`src/rtl/spi_responder.sv`:
```
// SPI responder (CPOL=1, CPHA=0, MSB first, 8-bit frames) oversampled on clk.
// Received bytes and bytes to return are exchanged through valid/ready handshakes.
module spi_responder #(
    parameter logic [7:0] DEFAULT_TX = 8'hFF
) (
    input  logic       clk,
    input  logic       rst,
    input  logic       SPI_CLK,
    input  logic       SPI_MOSI,
    input  logic       SPI_EN,
    output logic       SPI_MISO,
    input  logic [7:0] tx_data,
    input  logic       tx_valid,
    output logic       tx_ready,
    output logic [7:0] rx_data,
    output logic       rx_valid,
    input  logic       rx_ready,
    output logic       busy,
    output logic       overrun
);

    typedef enum logic {
        IDLE,
        ACTIVE
    } state_t;

    logic [2:0] sclkSync_q;
    logic [1:0] mosiSync_q;
    logic [1:0] enSync_q;
    logic       enPrev_q;

    state_t     state_q;
    logic [3:0] bitCnt_q;
    logic [6:0] rxShift_q;
    logic [7:0] txShift_q;
    logic [7:0] holdData_q;
    logic       holdFull_q;
    logic [7:0] rxData_q;
    logic       rxValid_q;
    logic       overrun_q;

    logic       sclkFall;
    logic       sclkRise;
    logic       enLevel;
    logic       enRise;
    logic       mosiBit;
    logic       txWrite;
    logic       rxAccept;
    logic       byteDone;
    logic       reload;
    logic [7:0] rxByte_d;
    logic [7:0] reloadByte_d;

    // Presets match the idle bus (clock high, not selected) so reset creates no edges.
    always_ff @(posedge clk) begin
        if (rst) begin
            sclkSync_q <= 3'b111;
            mosiSync_q <= 2'b00;
            enSync_q   <= 2'b00;
            enPrev_q   <= 1'b0;
        end else begin
            sclkSync_q <= {sclkSync_q[1:0], SPI_CLK};
            mosiSync_q <= {mosiSync_q[0], SPI_MOSI};
            enSync_q   <= {enSync_q[0], SPI_EN};
            enPrev_q   <= enSync_q[1];
        end
    end

    always_comb begin
        sclkFall     = sclkSync_q[2] & ~sclkSync_q[1];
        sclkRise     = ~sclkSync_q[2] & sclkSync_q[1];
        enLevel      = enSync_q[1];
        enRise       = enSync_q[1] & ~enPrev_q;
        mosiBit      = mosiSync_q[1];
        txWrite      = tx_valid & ~holdFull_q;
        rxAccept     = rxValid_q & rx_ready;
        rxByte_d     = {rxShift_q, mosiBit};
        byteDone     = (state_q == ACTIVE) && enLevel && sclkFall && (bitCnt_q == 4'd7);
        reload       = ((state_q == IDLE) && enRise) || byteDone;
        reloadByte_d = holdFull_q ? holdData_q : DEFAULT_TX;
    end

    always_ff @(posedge clk) begin
        if (rst) begin
            state_q    <= IDLE;
            bitCnt_q   <= 4'd0;
            rxShift_q  <= 7'd0;
            txShift_q  <= 8'd0;
            holdData_q <= 8'd0;
            holdFull_q <= 1'b0;
            rxData_q   <= 8'd0;
            rxValid_q  <= 1'b0;
            overrun_q  <= 1'b0;
        end else begin
            overrun_q <= 1'b0;

            // A write can only land while empty, so a same-cycle reload sends DEFAULT_TX.
            if (txWrite) begin
                holdData_q <= tx_data;
                holdFull_q <= 1'b1;
            end else if (reload) begin
                holdFull_q <= 1'b0;
            end

            if (rxAccept) begin
                rxValid_q <= 1'b0;
            end

            case (state_q)
                IDLE: begin
                    if (enRise) begin
                        state_q   <= ACTIVE;
                        txShift_q <= reloadByte_d;
                        bitCnt_q  <= 4'd0;
                    end
                end
                ACTIVE: begin
                    if (!enLevel) begin
                        state_q  <= IDLE;
                        bitCnt_q <= 4'd0;
                    end else if (sclkFall) begin
                        rxShift_q <= rxByte_d[6:0];
                        if (bitCnt_q == 4'd7) begin
                            rxData_q  <= rxByte_d;
                            rxValid_q <= 1'b1;
                            overrun_q <= rxValid_q & ~rx_ready;
                            txShift_q <= reloadByte_d;
                            bitCnt_q  <= 4'd0;
                        end else begin
                            bitCnt_q <= bitCnt_q + 4'd1;
                        end
                    end else if (sclkRise && (bitCnt_q >= 4'd1) && (bitCnt_q <= 4'd7)) begin
                        txShift_q <= {txShift_q[6:0], 1'b0};
                    end
                end
                default: state_q <= IDLE;
            endcase
        end
    end

    assign SPI_MISO = ((state_q == ACTIVE) && enLevel) ? txShift_q[7] : 1'b1;
    assign tx_ready = ~holdFull_q;
    assign rx_data  = rxData_q;
    assign rx_valid = rxValid_q;
    assign busy     = (state_q == ACTIVE);
    assign overrun  = overrun_q;

endmodule

```
`config.mk`:
```
export PLATFORM = sky130hd
export DESIGN_NAME = spi_responder
export DESIGN_NICKNAME = d
export VERILOG_FILES = /design/src/rtl/spi_responder.sv
export SDC_FILE = /design/constraint.sdc
export NUM_CORES = 1
export LEC_CHECK = 0
export ABC_AREA = 1
export CORE_MARGIN = 5
export CORE_UTILIZATION = 50
export CTS_BUF_LIST = sky130_fd_sc_hd__clkbuf_2 sky130_fd_sc_hd__clkbuf_4 sky130_fd_sc_hd__clkbuf_8
export CTS_CLUSTER_DIAMETER = 120
export DETAILED_ROUTE_END_ITERATION = 12
export PLACE_DENSITY = 0.85
export SYNTH_ARGS = -nofsm -noshare
export SYNTH_HDL_FRONTEND = slang
export SYNTH_SLANG_ARGS = --single-unit
```
`constraint.sdc`:
```
create_clock -name clk -period 1.5 [get_ports clk]
set_clock_uncertainty 0.05 [all_clocks]
set_input_delay 0.225 -clock clk [delete_from_list [all_inputs] [get_ports clk]]
set_output_delay 0.225 -clock clk [all_outputs]
set_load 0.05 [all_outputs]
```
## Word level (Yosys, flattened, before mapping)

Index checks and enable logic that the tools add are counted.

- Add/sub/neg operators: 1
- Multipliers: 0
- Divide/modulo/power cells: 0
- Magnitude comparators: 2
- Equal/unequal tests: 6
- Shift operators: 0
- Muxes and demuxes: 23
- Bitwise logic cells: 15
- Reductions and logical operators: 13

Operator list:

| cell | number |
|---|---|
| 8-bit two-way mux | 6 |
| 4-bit two-way mux | 4 |
| 8-bit one-hot mux with 2 select lines | 1 |
| 1-bit two-way mux | 10 |
| 1-bit inverter | 9 |
| 4-bit one-hot mux with 2 select lines | 1 |
| 4-bit AND reduction | 2 |
| 1-bit bitwise AND | 6 |
| 1-bit logical AND | 6 |
| 3-bit by 2-bit inequality test with 1-bit output (second input constant) | 2 |
| 5-bit OR reduction | 1 |
| 4-bit by 1-bit adder with 4-bit output (second input constant) | 1 |
| 4-bit by 3-bit equality test with 1-bit output (second input constant) | 1 |
| 4-bit by 1-bit greater-or-equal comparator with 1-bit output (second input constant) | 1 |
| 4-bit by 3-bit less-or-equal comparator with 1-bit output (second input constant) | 1 |
| 2-bit inequality test (second input constant) | 2 |
| 3-bit by 1-bit inequality test with 1-bit output (second input constant) | 1 |
| 3-bit AND reduction | 1 |
| 1-bit one-hot mux with 2 select lines | 1 |
| 2-bit AND reduction | 1 |
| 2-bit nonzero test | 1 |
| 1-bit logical OR | 1 |

- Bits in registers: 47
- Latch bits: 0
- Bits in writable memories: 0
- Memory bits (read-only): 0
- Bits of input ports: 15
- Output and inout bits: 13
- Word-level logic and storage cells: 73
- Memories kept: 0

## Depth between registers and ports, before layout

Gate-level depths: netlist of run 1.

- Depth after elaboration: 8
- Depth in mapped cells: 10
- Mapped depth without buffers: 10

## Worst setup path after synthesis of run 1

No wires, ideal clock.

- Path kind: register -> register
- Start point: register state_q (netlist: busy)
- End point: register txShift_q[6]
- Setup time: 115 ps
- Arrival time: 1426 ps
- Data required time: 1335 ps
- Slack: -91 ps
- Cell stages (with the launch flop): 8
- Path buffers: 1
- Clock period less this slack: 1591 ps
- Cells stage by stage: dfxtp_1 -> buf_2 -> nand2_2 -> nand2_1 -> nand2_1 -> nand3b_1 -> nand2_1 -> nor2_1

- Cells in the longest elaborated chain, start to end: 3
- Elaborated cells on any way between the ends: 7
- Classes of those cells: 4 x eq/ne; 1 x mux; 1 x bitwise; 1 x reduce/logical

Ends and longest elaborated chain:

| item | line | source |
|---|---|---|
| start: declaration | 32 | `state_t state_q;` |
| start signal: assignment | 85 | `state_q <= IDLE;` |
| start signal: assignment | 112 | `state_q <= ACTIVE;` |
| start signal: assignment | 119 | `state_q <= IDLE;` |
| 1-bit inverter (no line) | n/a |  |
| 2-bit inequality test (no line) | n/a |  |
| 4-bit AND reduction (no line) | n/a |  |
| end signal: assignment | 113 | `txShift_q <= reloadByte_d;` |
| end signal: assignment | 127 | `txShift_q <= reloadByte_d;` |
| end signal: assignment | 133 | `txShift_q <= {txShift_q[6:0], 1'b0};` |
| end: declaration | 35 | `logic [7:0] txShift_q;` |

Several ways; a longest one is shown, not always the timed one.
A chain may end at the register's enable or synchronous reset.

## Worst setup path after layout of run 1

- Start point: register enSync_q[1]
- End point: output SPI_MISO

- Cells in the longest elaborated chain, start to end: 2

Ends and longest elaborated chain:

| item | line | source |
|---|---|---|
| start: declaration | 29 | `logic [1:0] enSync_q;` |
| start signal: assignment | 64 | `enSync_q <= {enSync_q[0], SPI_EN};` |
| 1-bit logical AND | 141 | `assign SPI_MISO = ((state_q == ACTIVE) && enLevel) ? txShift_q[7] : 1'b1;` |
| 1-bit two-way mux | 141 |  |
| end: declaration | 11 | `output logic SPI_MISO,` |

Every way passes these cells.

==> results of run 1 <==
## report_power, final
group | internal (uW) | switching [uW]
clock | 539 | 405
sequential | 1290 | 17.8
combinational | 117 | 129
## layout by cell type (no fill, tap or decap), types with 3 or more instances in the layout
cell type	netlist	final
dfxtp_1	47	43
inv_1	27	25
a21oi_1	26	26
nand3b_1	7	7
or2_2	5	5
nor2_2	2	3
clkdlybuf4s50_1	0	14
buf_12	0	12
dfxtp_2	0	3
inv_2	3	3
nand2_1	54	50
buf_4	3	11
clkbuf_8	0	6
nand3_1	10	10
nand2_2	2	6
o21ai_0	17	17
nor2_1	38	36
## synth_stat cells
library cell / instances
clkbuf_1: 1
inv_2: 3
ha_1: 3
o21ai_1: 2
a22oi_1: 1
inv_1: 27
o21ai_2: 1
dfxtp_1: 47
o21ai_0: 17
nand3b_1: 7
nand3_1: 10
xor2_1: 1
buf_4: 3
nand2_1: 54
a211oi_2: 1
a211oi_1: 1
nor2_1: 38
nand2_2: 2
nor2_2: 2
buf_1: 1
nand3_2: 1
a21oi_1: 26
or2_2: 5
buf_2: 8
o211ai_1: 1
## area by class of cell
type / instances / area [sq um]
flip-flops and latches: 47 / 948.4
multi-input cells: 174 / 889.6
inverters: 30 / 118.9
fillers: 295 / 1107
well taps: 48 / 60.06
clock buffers: 6 / 82.58
repair buffers: 38 / 474.2
clock inverters: 2 / 35.03
## worst reg2reg max path, delay by kind of cell (launching register included)
family | cells | cell delay [ns]
AND/OR/NAND/NOR | 8 | 0.69
adder cells (fa/ha/maj) | 1 | 0.21
flip-flops | 1 | 0.37
## cells by family (layout without fill, tap and decap cells)
logic type               after synthesis  in the layout  synth area share (%)
flip-flops                            47             47                 48.17
buffers and inverters                 43             76                 9.353
XOR/XNOR                               1              1                0.4485
AO/OA/AOI/OAI                         50             50                 13.77
AND/OR/NAND/NOR                      119            120                 26.33
adder cells (fa/ha/maj)                3              3                 1.922
## timing repair
item | in CTS | in global routing
endpoints found under the setup margin | 9 | 18
pin swaps | 0 | 6
hold buffers | 0 | 0
resized for setup | 2 | 17
buffers inserted | 0 | 2
endpoints found under the hold margin | 0 | 0
gates cloned | 0 | 1
## through the flow
stage	std cells	power, uW
floorplan	263	1488
global placement	334	1571
detailed placement	334	1578
CTS	342	2512
global route	345	2600
finish	345	2496
## final timing paths
path	from	slack, ns	to	cells past startpoint
max	enSync_q[1]	0.05	SPI_MISO	3
min	enSync_q[0]	0.35	enSync_q[1]	2
max reg2reg	bitCnt_q[0]	0.08	txShift_q[0]	9
min reg2reg	enSync_q[0]	0.35	enSync_q[1]	2
## layer usage
metal / track usage, % / wire length, um / vias up
met1: 18.54 / 1637 / 795
met5: 0 / 0 / -
met2: 28.31 / 2094 / 42
li1: - / - / 895
met3: 5.263 / 249 / 6
met4: 5.328 / 55 / 0
## state kept, by name (all words and copies together) (netlist names), 2 cells and up
| signal | flops |
|---|---|
| holdData_q | 8 |
| rxShift_q | 7 |
| txShift_q | 8 |
| bitCnt_q | 4 |
| enSync_q | 2 |
| mosiSync_q | 2 |
| rx_data | 8 |
| sclkSync_q | 3 |
==> flow_metrics.env, run 1 <==
export IMPL_finalNetCount=314
export IMPL_tightest_slew_ns=0.3139
export IMPL_grt_max_degree=30
export IMPL_crit_fanout=5
export IMPL_wl_mm=4.036
export IMPL_cts_tree="yes"
export IMPL_startpoint_type="register"
export IMPL_antenna_cells=0
export IMPL_status="finished clean"
export IMPL_design_area_sq_mm=0.002609
export IMPL_synth_area_sq_mm=0.001953
export IMPL_pin_count=28
export IMPL_slew_violations=0
export IMPL_drt_first_pass_iters=4
export IMPL_pre_cts_ws_ns=-0.04237
export IMPL_synth_nets=281
export IMPL_yosysWarnings=0
export IMPL_crit_type="register to output port"
export IMPL_worst_slack_ns=0.05094
export IMPL_die_height_um=72.50
export IMPL_max_stage_delay_ns=0.34
export IMPL_cp_end_kind="output port"
export IMPL_slew_headroom_pct=79.02
export IMPL_die_area_sq_mm=0.005256
export IMPL_synth_avg_cell_area_sq_um=7.426
export IMPL_yosysTopAreaCell="dfxtp_1"
export IMPL_grt_pass1_vias=1632
export IMPL_area_growth_pct=33.57
export IMPL_viasPerCell=5.038
export IMPL_hold_path_class="register to register"
export IMPL_die_w_um=72.50
export IMPL_gp_congestion=0.8441
export IMPL_io_buffer_count=27
export IMPL_cpMaxStageDelayCell="dfxtp_2"
export IMPL_synth_top_area_share_pct=48.17
export IMPL_via_count=1738
export IMPL_crit_chain="nand2_2 -> or2_2 -> buf_6"
export IMPL_synth_area_leaders="dfxtp_1, nand2_1, nor2_1, a21oi_1, inv_1"
export IMPL_row_count=22
export IMPL_grt_total_usage_pct=16.18
export IMPL_clockBufferDepth=2
export IMPL_clk_pin_slew_worst_paths_ns=0.08
export IMPL_cp_arrival_ns=1.17
export IMPL_setup_viol=0
export IMPL_wire_per_inst_um=11.70
export IMPL_placed_area_sq_mm=0.002404
export IMPL_htreeDepth=2
export IMPL_max_freq_mhz=690.1
export IMPL_vdd_ir_drop_max_mv=0.6688
export IMPL_grt_antenna_before_repair=0
export IMPL_power_density_mw_per_mm2=956.7
export IMPL_synthCells=263
export IMPL_yosysSeqAreaShare_pct=48.17
export IMPL_grt_first_pass_wirelength_mm=6.810
export IMPL_path_delay_family="simple AND/OR/NAND/NOR gates"
export IMPL_hold_viol=0
export IMPL_tns_ns=0
export IMPL_clockRootBuffer="clkbuf_8"
export IMPL_ys_ff_latch=47
export IMPL_drt_iter0_markers=179
export IMPL_maxCapViolCount=0
export IMPL_final_min_clock_period_ns=1.449
export IMPL_ant_nets=0
export IMPL_power_leakage_uw=0.001094
export IMPL_clkLatencyLatePin_ns=0.30
export IMPL_route_detailed_drc=0
export IMPL_path_buf_inv=1
export IMPL_hpwl_mm=2.807
export IMPL_drive_gt1_share_pct=20.88
export IMPL_rsz0062_at_grt="yes"
export IMPL_fin_worst_hold_slack_ns=0.3516
export IMPL_initial_utilization_pct=52.56
export IMPL_synth_cell_types=25
export IMPL_critPathRequiredTime_ns=1.22
export IMPL_cts_made_buffers=5
export IMPL_core_sq_mm=0.003716
export IMPL_fin_crit_sh_pct=96.60
export IMPL_grt_overflow_total=0
export IMPL_cts_sinks=47
export IMPL_fin_util_pct=70.20
No activity file was read; power rests on OpenSTA's default activity.
==> inputs of run 2 (changes only) <==
Settings changed: ABC_AREA 1 to not set, RECOVER_POWER set to 25, SKIP_CTS_REPAIR_TIMING set to 1.
==> run 2 against run 1 <==
The flow now finishes with violations (negative setup slack). Register-to-register slack lost 0.08 ns. Utilization is 0.71 points higher. Via count shrank 7.6%. First-iteration DRC count decreased by 37%. Final cell count down 9.6%. Global-route usage grew 0.24 points. Cell area is 0.48% lower. Worst hold slack improved by 0.011 ns. Routed wire length shrank 3.1%. Synthesized area shrank 2.9%. Non-clock buffer count increased by 7. Die area fell by 2.5%. Critical path type unchanged. Largest power group unchanged.
==> flow_metrics.env, run 2 <==
export IMPL_status="complete, but fails checks"
export IMPL_failed_checks="negative setup slack"
export IMPL_pre_cts_ws_ns=-0.04439
export IMPL_via_count=1606
export IMPL_core_sq_mm=0.003661
export IMPL_yosysWarnings=0
export IMPL_die_height_um=71.59
export IMPL_r2r_end="txShift_q[0]"
export IMPL_synth_area_leaders="dfxtp_1, nand2_1, a21oi_1, mux2i_1, a311o_1"
export IMPL_ys_ff_latch=47
export IMPL_async_reset_ff_share_pct=0
export IMPL_netlist_top_cells_count="nand2_1, dfxtp_1, a21oi_1"
export IMPL_dp_cells=302
export IMPL_clkLatencyLatePin_ns=0.30
export IMPL_crit_type="register to output port"
export IMPL_placed_area_sq_mm=0.002425
export IMPL_synth_area_sq_mm=0.001897
export IMPL_min_to="sclkSync_q[1]"
export IMPL_synthCells=222
export IMPL_rr_startpoint="bitCnt_q[1]"
export IMPL_drive_gt1_share_pct=21.97
export IMPL_cts_made_buffers=5
export IMPL_max_freq_mhz=658.5
export IMPL_slew_violations=0
export IMPL_worst_r2r_path_depth=7
export IMPL_route_detailed_drc=0
export IMPL_final_fill_count=260
export IMPL_synth_cell_types=33
export IMPL_drt_first_pass_iters=4
export IMPL_initial_utilization_pct=51.81
export IMPL_power_leakage_uw=0.001040
export IMPL_tightest_slew_ns=0.5112
export IMPL_grt_pass1_vias=1462
export IMPL_clockRootBuffer="clkbuf_8"
export IMPL_power_uw=2266
export IMPL_fin_crit_sh_pct=101.2
export IMPL_worstHoldStart="sclkSync_q[0]"
export IMPL_synth_edff_count=0
export IMPL_maxCapViolCount=0
export IMPL_antenna_cells=0
export IMPL_design_area_sq_mm=0.002596
export IMPL_grt_max_degree=30
export IMPL_worst_slack_ns=-0.01852
export IMPL_stdcell_count=312
export IMPL_die_w_um=71.59
export IMPL_yosysSeqAreaShare_pct=49.60
export IMPL_pin_count=28
export IMPL_synth_flop_cell="dfxtp_1"
export IMPL_clockBufferDepth=2
export IMPL_mostFrequentLayoutCells="nand2_1, dfxtp_1, a21oi_1"
export IMPL_synthMostInstantiatedCell="nand2_1"
export IMPL_rsz0062_at_grt="yes"
export IMPL_grt_overflow_total=0
export IMPL_power_density_mw_per_mm2=872.9
export IMPL_area_growth_pct=36.87
export IMPL_critPathRequiredTime_ns=1.22
export IMPL_io_buffer_count=27
export IMPL_drt_iter0_markers=113
export IMPL_crit_fanout=6
export IMPL_grt_first_pass_wirelength_mm=6.624
export IMPL_cp_arrival_ns=1.24
export IMPL_wire_per_inst_um=12.54
export IMPL_cp_end_kind="output port"
export IMPL_gp_congestion=0.8626
export IMPL_yosysTopAreaCell="dfxtp_1"
export IMPL_clk_pin_slew_worst_paths_ns=0.08
export IMPL_final_min_clock_period_ns=1.519
export IMPL_ant_nets=0
export IMPL_wl_mm=3.911
export IMPL_grt_antenna_before_repair=0
export IMPL_die_area_sq_mm=0.005125
export IMPL_synth_nets=240
export IMPL_htreeDepth=2
export IMPL_cts_tree="yes"
export IMPL_r2r_slack_ns=0
export IMPL_tns_ns=-0.01852
export IMPL_hold_path_class="register to register"
export IMPL_viasPerCell=5.147
export IMPL_row_count=22
export IMPL_synth_avg_cell_area_sq_um=8.544
export IMPL_vdd_ir_drop_max_mv=1.061
export IMPL_finalNetCount=281
export IMPL_cts_sinks=47
export IMPL_grt_total_usage_pct=16.42
export IMPL_setup_viol=1
export IMPL_hpwl_mm=2.816
export IMPL_startpoint_type="register"
export IMPL_synth_top_area_share_pct=49.60
export IMPL_holdPathStages=1
export IMPL_final_common_cell="nand2_1"
export IMPL_slew_headroom_pct=65.87
export IMPL_hold_viol=0
==> run 2: cells by family after synthesis <==
group                      Yosys count  synth area share, %
AOI/OAI and AO/OA                   45                14.97
adders and majority gates            3                1.979
buffers and inverters               24                5.540
DFF                                 47                49.60
muxes                                8                4.222
and+or+nand+nor                     95                23.68
==> run 2: stage by stage <==
step / utilization, % / hold WS (ns)
floorplan: - / 0.2788
global placement: 66.23 / 0.3460
detailed placement: 66.23 / 0.3460
CTS: 68.66 / 0.3659
global route: 70.92 / 0.3830
finish: 70.92 / 0.3629
==> run 2: layer usage <==
layer / up-vias / routed length [um] / GRT usage (%)
li1: 824 / - / -
met1: 741 / 1735 / 20.94
met2: 34 / 1880 / 25.61
met3: 7 / 238 / 5.610
met4: 0 / 57 / 6.263
met5: - / 0 / 0
==> run 2: critical path: stages (launching register included) <==
cell     delay [ns]
dfxtp_4        0.40
nand2_4        0.05
buf_6          0.12
or2_4          0.23
buf_8          0.15
==> run 2: final cells by class <==
| cell class | instances | area, sq um | share of cell area, % |
|---|---|---|---|
| Clock inverter | 2 | 12.51 | 0.4819 |
| Multi-Input combinational cell | 151 | 907.1 | 34.94 |
| Sequential cell | 47 | 957.2 | 36.87 |
| Timing Repair Buffer | 45 | 529.3 | 20.39 |
| Tap cell | 48 | 60.06 | 2.313 |
| Inverter | 13 | 53.80 | 2.072 |
| Clock buffer | 6 | 76.32 | 2.940 |
==> run 2: how the worst max path moves through the flow <==
| stage | start | to | slack, ns | cells past startpoint |
|---|---|---|---|---|
| 2_1_floorplan | busy | txShift_q[0] | 0.004 | 4 |
| 3_5_place_dp | bitCnt_q[0] | txShift_q[0] | -0.04 | 7 |
| 5_1_grt | busy | SPI_MISO | -0.08 | 4 |
| 6_report | busy | SPI_MISO | -0.02 | 4 |
| 4_1_cts | enSync_q[1] | SPI_MISO | -0.24 | 4 |
| 3_3_place_gp | bitCnt_q[0] | txShift_q[0] | -0.003 | 7 |
==> run 2: where the power goes <==
group / switching [uW] / internal [uW] / leakage [uW] / total [uW]
clock network: 408 / 344 / 0.0000446 / 752
registers: 24.5 / 1280 / 0.000385 / 1300
logic: 99.5 / 113 / 0.000610 / 213
